--- src/rtl/mul_div_pkg.sv ---
// Shared definitions for the sequential multiplier and divider pair.
// Holds the default operand format and the launch/run/done state encoding.
// Both blocks import this so they stay interchangeable behind one controller.
package mul_div_pkg;

  localparam int W_DEF    = 10;
  localparam int FRAC_DEF = 5;

  typedef enum logic [1:0] {
    IDLE = 2'd0,
    RUN  = 2'd1,
    DONE = 2'd2
  } state_t;

endpackage

--- src/rtl/seq_mul_dp.sv ---
// Shift-add datapath: accumulates one partial product per step.
// Latency: W steps after load; prod/ovf reflect the accumulator including the current step.
// No backpressure: the controller drives load/step, and the datapath holds when neither is set.
module seq_mul_dp #(
  parameter int W    = 10,
  parameter int FRAC = 5
) (
  input  logic         clk,
  input  logic         rst,
  input  logic         load,
  input  logic         step,
  input  logic [W-1:0] a_in,
  input  logic [W-1:0] b_in,
  output logic [W-1:0] prod,
  output logic         ovf,
  output logic         last
);

  localparam int CW = (W > 1) ? $clog2(W) : 1;

  logic [2*W-1:0] acc;
  logic [2*W-1:0] a_r;
  logic [W-1:0]   b_r;
  logic [CW-1:0]  cnt;
  logic [2*W-1:0] acc_nxt;

  // Next accumulator value: add the shifted multiplicand when the current multiplier bit is set.
  always_comb begin
    acc_nxt = acc;
    if (b_r[0]) begin
      acc_nxt = acc + a_r;
    end
  end

  // The final step's product is taken from acc_nxt so the result is ready on the same edge.
  assign prod = acc_nxt[FRAC+W-1:FRAC];
  assign ovf  = |acc_nxt[2*W-1:FRAC+W];
  assign last = (cnt == CW'(W - 1));

  // Operand load on launch, then one shift/add per step.
  always_ff @(posedge clk) begin
    if (rst) begin
      acc <= '0;
      a_r <= '0;
      b_r <= '0;
      cnt <= '0;
    end else if (load) begin
      acc <= '0;
      a_r <= {{W{1'b0}}, a_in};
      b_r <= b_in;
      cnt <= '0;
    end else if (step) begin
      acc <= acc_nxt;
      a_r <= a_r << 1;
      b_r <= b_r >> 1;
      cnt <= cnt + CW'(1);
    end
  end

endmodule

--- src/rtl/seq_mul_top.sv ---
// Sequential fixed-point multiplier, Q = (A*B) >> FRAC truncated, with overflow flag.
// Latency: W cycles from the launching start edge to valid.
// No backpressure: start edges during a run are dropped; valid is sticky until the next launch.
module seq_mul_top
  import mul_div_pkg::*;
#(
  parameter int W    = W_DEF,
  parameter int FRAC = FRAC_DEF
) (
  input  logic         clk,
  input  logic         rst,
  input  logic         start,
  input  logic [W-1:0] A,
  input  logic [W-1:0] B,
  output logic [W-1:0] Q,
  output logic         busy,
  output logic         valid,
  output logic         ov
);

  state_t       state;
  logic         start_d;
  logic         launch;
  logic         step;
  logic         last;
  logic         ovf;
  logic [W-1:0] prod;

  // Only a rising edge of start launches, and never while a run is in progress.
  assign launch = start && !start_d && (state != RUN);
  assign step   = (state == RUN);

  seq_mul_dp #(
    .W    (W),
    .FRAC (FRAC)
  ) u_dp (
    .clk  (clk),
    .rst  (rst),
    .load (launch),
    .step (step),
    .a_in (A),
    .b_in (B),
    .prod (prod),
    .ovf  (ovf),
    .last (last)
  );

  // Control FSM with registered busy/valid/Q/ov; reset takes priority over a launch.
  always_ff @(posedge clk) begin
    if (rst) begin
      state   <= IDLE;
      start_d <= 1'b0;
      busy    <= 1'b0;
      valid   <= 1'b0;
      ov      <= 1'b0;
      Q       <= '0;
    end else begin
      start_d <= start;
      case (state)
        IDLE, DONE: begin
          if (launch) begin
            state <= RUN;
            busy  <= 1'b1;
            valid <= 1'b0;
            ov    <= 1'b0;
          end
        end
        RUN: begin
          if (last) begin
            state <= DONE;
            busy  <= 1'b0;
            valid <= 1'b1;
            Q     <= prod;
            ov    <= ovf;
          end
        end
        default: begin
          state <= IDLE;
          busy  <= 1'b0;
          valid <= 1'b0;
        end
      endcase
    end
  end

endmodule

--- config.mk ---
export PLATFORM = sky130hd
export DESIGN_NAME = seq_mul_top
export DESIGN_NICKNAME = d
export VERILOG_FILES = /design/src/rtl/mul_div_pkg.sv /design/src/rtl/seq_mul_dp.sv /design/src/rtl/seq_mul_top.sv
export SDC_FILE = /design/constraint.sdc
export NUM_CORES = 1
export LEC_CHECK = 0
export BUFFER_PORTS_ARGS = -buffer_cell sky130_fd_sc_hd__buf_2
export CAP_MARGIN = 20
export CORE_ASPECT_RATIO = 0.8
export CORE_MARGIN = 2
export CORE_UTILIZATION = 55
export CTS_CLUSTER_DIAMETER = 100
export CTS_CLUSTER_SIZE = 40
export DETAILED_ROUTE_END_ITERATION = 7
export HOLD_SLACK_MARGIN = 0.08
export PLACE_DENSITY = 0.75
export SLEW_MARGIN = 10
export SYNTH_ARGS = -nofsm -noshare
export SYNTH_HDL_FRONTEND = slang
export SYNTH_SLANG_ARGS = --single-unit
--- constraint.sdc ---
create_clock -name clk -period 7.59 [get_ports clk]
set_input_delay 0.759 -clock clk [delete_from_list [all_inputs] [get_ports clk]]
set_output_delay 0.759 -clock clk [all_outputs]
set_load 0.1 [all_outputs]
==> impl_summary.md <==
Cells and area
The final design area excluding fillers is about 4200 µm². The net total in the final layout is between 500 and 600. The final core utilization is just over 60%. The filler cell count is 586. The finished layout holds about 580 standard cells, fillers aside. The repair_antennas step left the layout with diodes totalling 0.

The layout cell share with drive strength beyond 1 is about an eighth. The area growth from synthesis to layout is 11.20%.

Setup path
The type of element capturing the critical path is a register. The worst register-to-register path begins at u_dp.a_r[0]. For the worst setup path, the data required time is approximately 7900 ps. STA puts the critical path data arrival time at between 3000 and 4000 ps. The worst setup path is of the reg -> reg kind. Counting cells, the worst reg-to-reg path comes to 11. The worst register-to-register path has a setup slack of roughly 4800 ps. The critical path's largest stage delay is 470 ps.

The kind of start point of the critical path is a register. The worst reg2reg path endpoint is u_dp.acc[12]. The critical path goes through ha_1 > inv_1 > fa_1 > nand2b_1 > a211oi_1 > o21a_1 > o21ai_1 > a21oi_1 > nor2_1 > or4_1 > nand3_1. The maximum fanout along the worst path is 4. The slowest stage of the critical path is the sky130_fd_sc_hd__or4_1 cell.

CTS
Counting every sink on the clock net gives 69. The post-CTS repair timing setup buffer count is 0. The clock tree synthesis step divided the H-tree into 3 levels.

The buffer type at the clock tree root is sky130_fd_sc_hd__clkbuf_8. The deepest clock path buffer count is 2. The post-cts repair resize count is 0. Hold repair after CTS inserted 0 buffers. The number of buffers created by CTS is 9.

The clock-pin transition on the worst setup and hold timing paths is around 80 ps. Clock latency on the worst-skew pair, taken at its later pin, is between 300 and 400 ps. TritonCTS built the clock tree.

Hold path
The path with the worst hold slack has its endpoint at u_dp.acc[2]. In this run the worst hold path is classified as reg -> reg. The worst hold path passes through 2 cells. In this run the most critical hold path is launched from u_dp.acc[2].

Synth
The sequential fraction of the synthesis area is around 36%. For this run, the leading register cell type out of synthesis is sky130_fd_sc_hd__dfxtp_1. The total of flip-flops plus latches after synthesis is 69. The yosys synthesis warning count is 0. The number of nets in the synthesized netlist is between 500 and 600. The post-synthesis cell type count is 53. The average cell area after synthesis is around 8.2 µm². The share of flip-flops with an asynchronous set or reset is 0%. In this run, synthesis inferred 0 flip-flops with an integrated enable. The number of instances in the synthesized netlist is ~460. The mapped netlist covers ~3800 µm².

Route
Summing over every cut layer, the via total after detailed routing is 3466. The total routed wirelength is 9139 µm. The routed wirelength normalized by instance count is ~16 µm. After detailed routing, the number of vias per cell comes to roughly 6. In this run, the number of DRC markers left after iteration 0 of detailed routing was about 280. The remaining antenna violation count is 0. For this run, the detailed router's first-pass iteration total came to 5. In the routed design, unresolved DRC markers number 0.

STA
Setup repair after global routing left no endpoint under its margin. The slew at the pin closest to its max-slew limit is 852.7 ps. Of the available clock period, the critical path in the final layout requires 37.27%. The worst slew margin relative to its limit is a little over two fifths. The worst hold margin is around 470 ps. The number of max-slew violations in the final report was 0.

The worst path meets setup with around 4800 ps of slack. The hold violation count in the final report is 0. The setup TNS is 0 ps. The shortest clock period the worst path allows after layout is 2829 ps. For this run, the top clock speed supported by timing is roughly 350 MHz. Setup violations remaining at the end of the flow were counted as 0.

On the final layout, the worst clock skew is ~9.0 ps.

Power
In this run the power spent charging and discharging nets is 216.8 µW. IR analysis of the VDD net gives a maximum drop of approximately 0.00012 V. The total leakage power is 1.723 nW.

The proportion of power drawn by the clock network is a little under two fifths. The power density over the cells is 184.3 nW/µm². The switching fraction of total power is between 20 and 30%.

Cell internal power was estimated by the tool at between 500 and 600 µW. The share of total power dissipated in combinational logic is a little under an eighth. Summing internal, switching and leakage power gives about 780 µW.

Of the total power, registers draw ~50%.

Placement
The cell area reported after detailed placement is roughly 4000 µm². Port buffering added 35 buffers. Including well taps, the total number of placed cells is between 500 and 600. The worst slack after detailed placement is 4792 ps. Routability-driven placement finished with a final weighted congestion of about 0.9.

The HPWL after detailed placement is approximately 6300 µm.

GRT
The maximum number of pins on one net before global-route repair is slightly below 50. The first global-routing pass estimated between 15000 and 20000 µm of wire. The initial antenna violation count came to 0. The leftover overflow at the end of global routing is 0. The global-route total usage across every layer is 24.80%. The via count of the first global-routing pass is 3154.

Job
The tool flagged a number of max-cap violations equal to 0.

Outcome
The run finished with clean final reports.

Die
The site row count is 27. The die is slightly below 80 µm tall. The floorplan step defined a die boundary enclosing 7570 µm². The die is between 90 and 100 µm wide. The number of ports placed on the die boundary is 36. Once the floorplan was initialized, standard cells occupied between 50% and 60% of the core.

The total core area is slightly below 7000 µm².
-- how the worst max path moves through the flow --
| stage | from | to | slack [ps] | depth (start not counted) |
|---|---|---|---|---|
| after floorplan | u_dp.a_r[0] | u_dp.acc[12] | 5080 | 11 |
| after global placement | u_dp.a_r[0] | u_dp.acc[12] | 4900 | 11 |
| after detailed placement | u_dp.a_r[0] | ov | 4790 | 11 |
| after CTS | u_dp.a_r[0] | u_dp.acc[12] | 4760 | 11 |
| after global routing | u_dp.a_r[0] | u_dp.acc[12] | 4430 | 11 |
| final | u_dp.a_r[0] | u_dp.acc[12] | 4760 | 11 |
-- kinds of logic after synthesis --
group	count (synthesis)	share of synthesized area [%]
muxes	23	6.079
DFF	69	36.47
xor gates and xnor gates	13	3.006
and+or+nand+nor	162	19.00
adders and majority gates	22	7.466
buffers and inverters	35	3.502
AOI/OAI and AO/OA	138	24.48
-- cell usage in the layout, fill, tap and decap left out, types with 3 or more instances in the layout --
cell type and n:
sky130_fd_sc_hd__buf_4 5, sky130_fd_sc_hd__xnor2_1 8, sky130_fd_sc_hd__and3_1 3, sky130_fd_sc_hd__o21a_1 9, sky130_fd_sc_hd__nand2b_1 8, sky130_fd_sc_hd__clkbuf_8 9
sky130_fd_sc_hd__a21oi_1 47, sky130_fd_sc_hd__o21ai_1 7, sky130_fd_sc_hd__or3_1 4, sky130_fd_sc_hd__a21o_1 6, sky130_fd_sc_hd__mux2i_1 23, sky130_fd_sc_hd__nor3_1 10
sky130_fd_sc_hd__nor2_1 53, sky130_fd_sc_hd__ha_1 21, sky130_fd_sc_hd__dfxtp_1 69, sky130_fd_sc_hd__inv_1 7, sky130_fd_sc_hd__o31ai_1 4, sky130_fd_sc_hd__nand3_1 8
sky130_fd_sc_hd__xor2_1 5, sky130_fd_sc_hd__nand2_1 60, sky130_fd_sc_hd__o21ai_0 5, sky130_fd_sc_hd__a211oi_1 32, sky130_fd_sc_hd__o211ai_1 5, sky130_fd_sc_hd__nor2b_1 4
sky130_fd_sc_hd__buf_2 35, sky130_fd_sc_hd__a31oi_1 3
-- state kept, by name, indices dropped and copies added, names as in the netlist --
signal	flops
u_dp.a_r	20
u_dp.acc	20
valid	1
u_dp.cnt	4
state	1
start_d	1
u_dp.b_r	10
Q	10
ov	1
busy	1
-- power groups by stage --
stage                     registers [mW]  logic, mW  clock network (mW)
after floorplan                    0.394     0.0666                   0
after global placement             0.396     0.0857                   0
after detailed placement           0.397     0.0889                   0
after CTS                          0.388     0.0892               0.299
after global routing               0.390      0.101               0.312
final                              0.388     0.0910               0.297
-- cell type report --
type,instances,area [µm²],area share [%]
multi-input combinational,358,2276,54.04
sequential,69,1381,32.80
timing repair buffer,41,227.7,5.407
clock buffer,9,123.9,2.941
tap,87,108.9,2.585
clock inverter,6,63.81,1.515
inverter,8,30.03,0.7130
-- Yosys cell counts, types with 2 or more instances --
cell	n	share of area, %
sky130_fd_sc_hd__nand2b_1	8	1.3
sky130_fd_sc_hd__a211oi_1	32	6.3
sky130_fd_sc_hd__or3_1	4	0.66
sky130_fd_sc_hd__ha_1	21	6.9
sky130_fd_sc_hd__a31oi_1	3	0.50
sky130_fd_sc_hd__a21oi_1	47	6.2
sky130_fd_sc_hd__or3b_1	2	0.46
sky130_fd_sc_hd__a21o_1	6	1.2
sky130_fd_sc_hd__o21a_1	9	1.8
sky130_fd_sc_hd__mux2i_1	23	6.1
sky130_fd_sc_hd__xor2_1	5	1.2
sky130_fd_sc_hd__nor3_1	10	1.3
sky130_fd_sc_hd__clkbuf_1	21	2.1
sky130_fd_sc_hd__nand4_1	2	0.33
sky130_fd_sc_hd__a221oi_1	2	0.46
sky130_fd_sc_hd__and3_1	3	0.50
sky130_fd_sc_hd__o21ai_0	5	0.66
sky130_fd_sc_hd__inv_1	7	0.69
sky130_fd_sc_hd__a21boi_1	2	0.40
sky130_fd_sc_hd__or2_1	2	0.33
sky130_fd_sc_hd__o21ai_1	7	0.92
sky130_fd_sc_hd__nor2_1	53	5.3
sky130_fd_sc_hd__or4_1	2	0.40
sky130_fd_sc_hd__nand3_1	8	1.1
sky130_fd_sc_hd__buf_1	5	0.50
sky130_fd_sc_hd__nor2b_1	5	0.83
sky130_fd_sc_hd__o31ai_1	4	0.79
sky130_fd_sc_hd__nand2_1	60	5.9
sky130_fd_sc_hd__dfxtp_1	69	36
sky130_fd_sc_hd__o211ai_1	5	0.99
sky130_fd_sc_hd__xnor2_1	8	1.9
-- worst max-delay path, delay by kind of cell, from the launching register on --
kind / cells / cell delay (ps)
simple gates: 4 / 860
fa+ha+maj: 2 / 620
flops: 1 / 370
compound gates: 4 / 840
buf+inv: 1 / 70
-- metal layers --
layer	wire, µm	up-vias	GRT usage (%)
met3	626	13	5.610
met4	92	0	7.324
met1	4514	1637	35.15
met5	0	-	0
li1	-	1708	-
met2	3905	108	37.92
No activity file was read; power rests on OpenSTA's default activity.
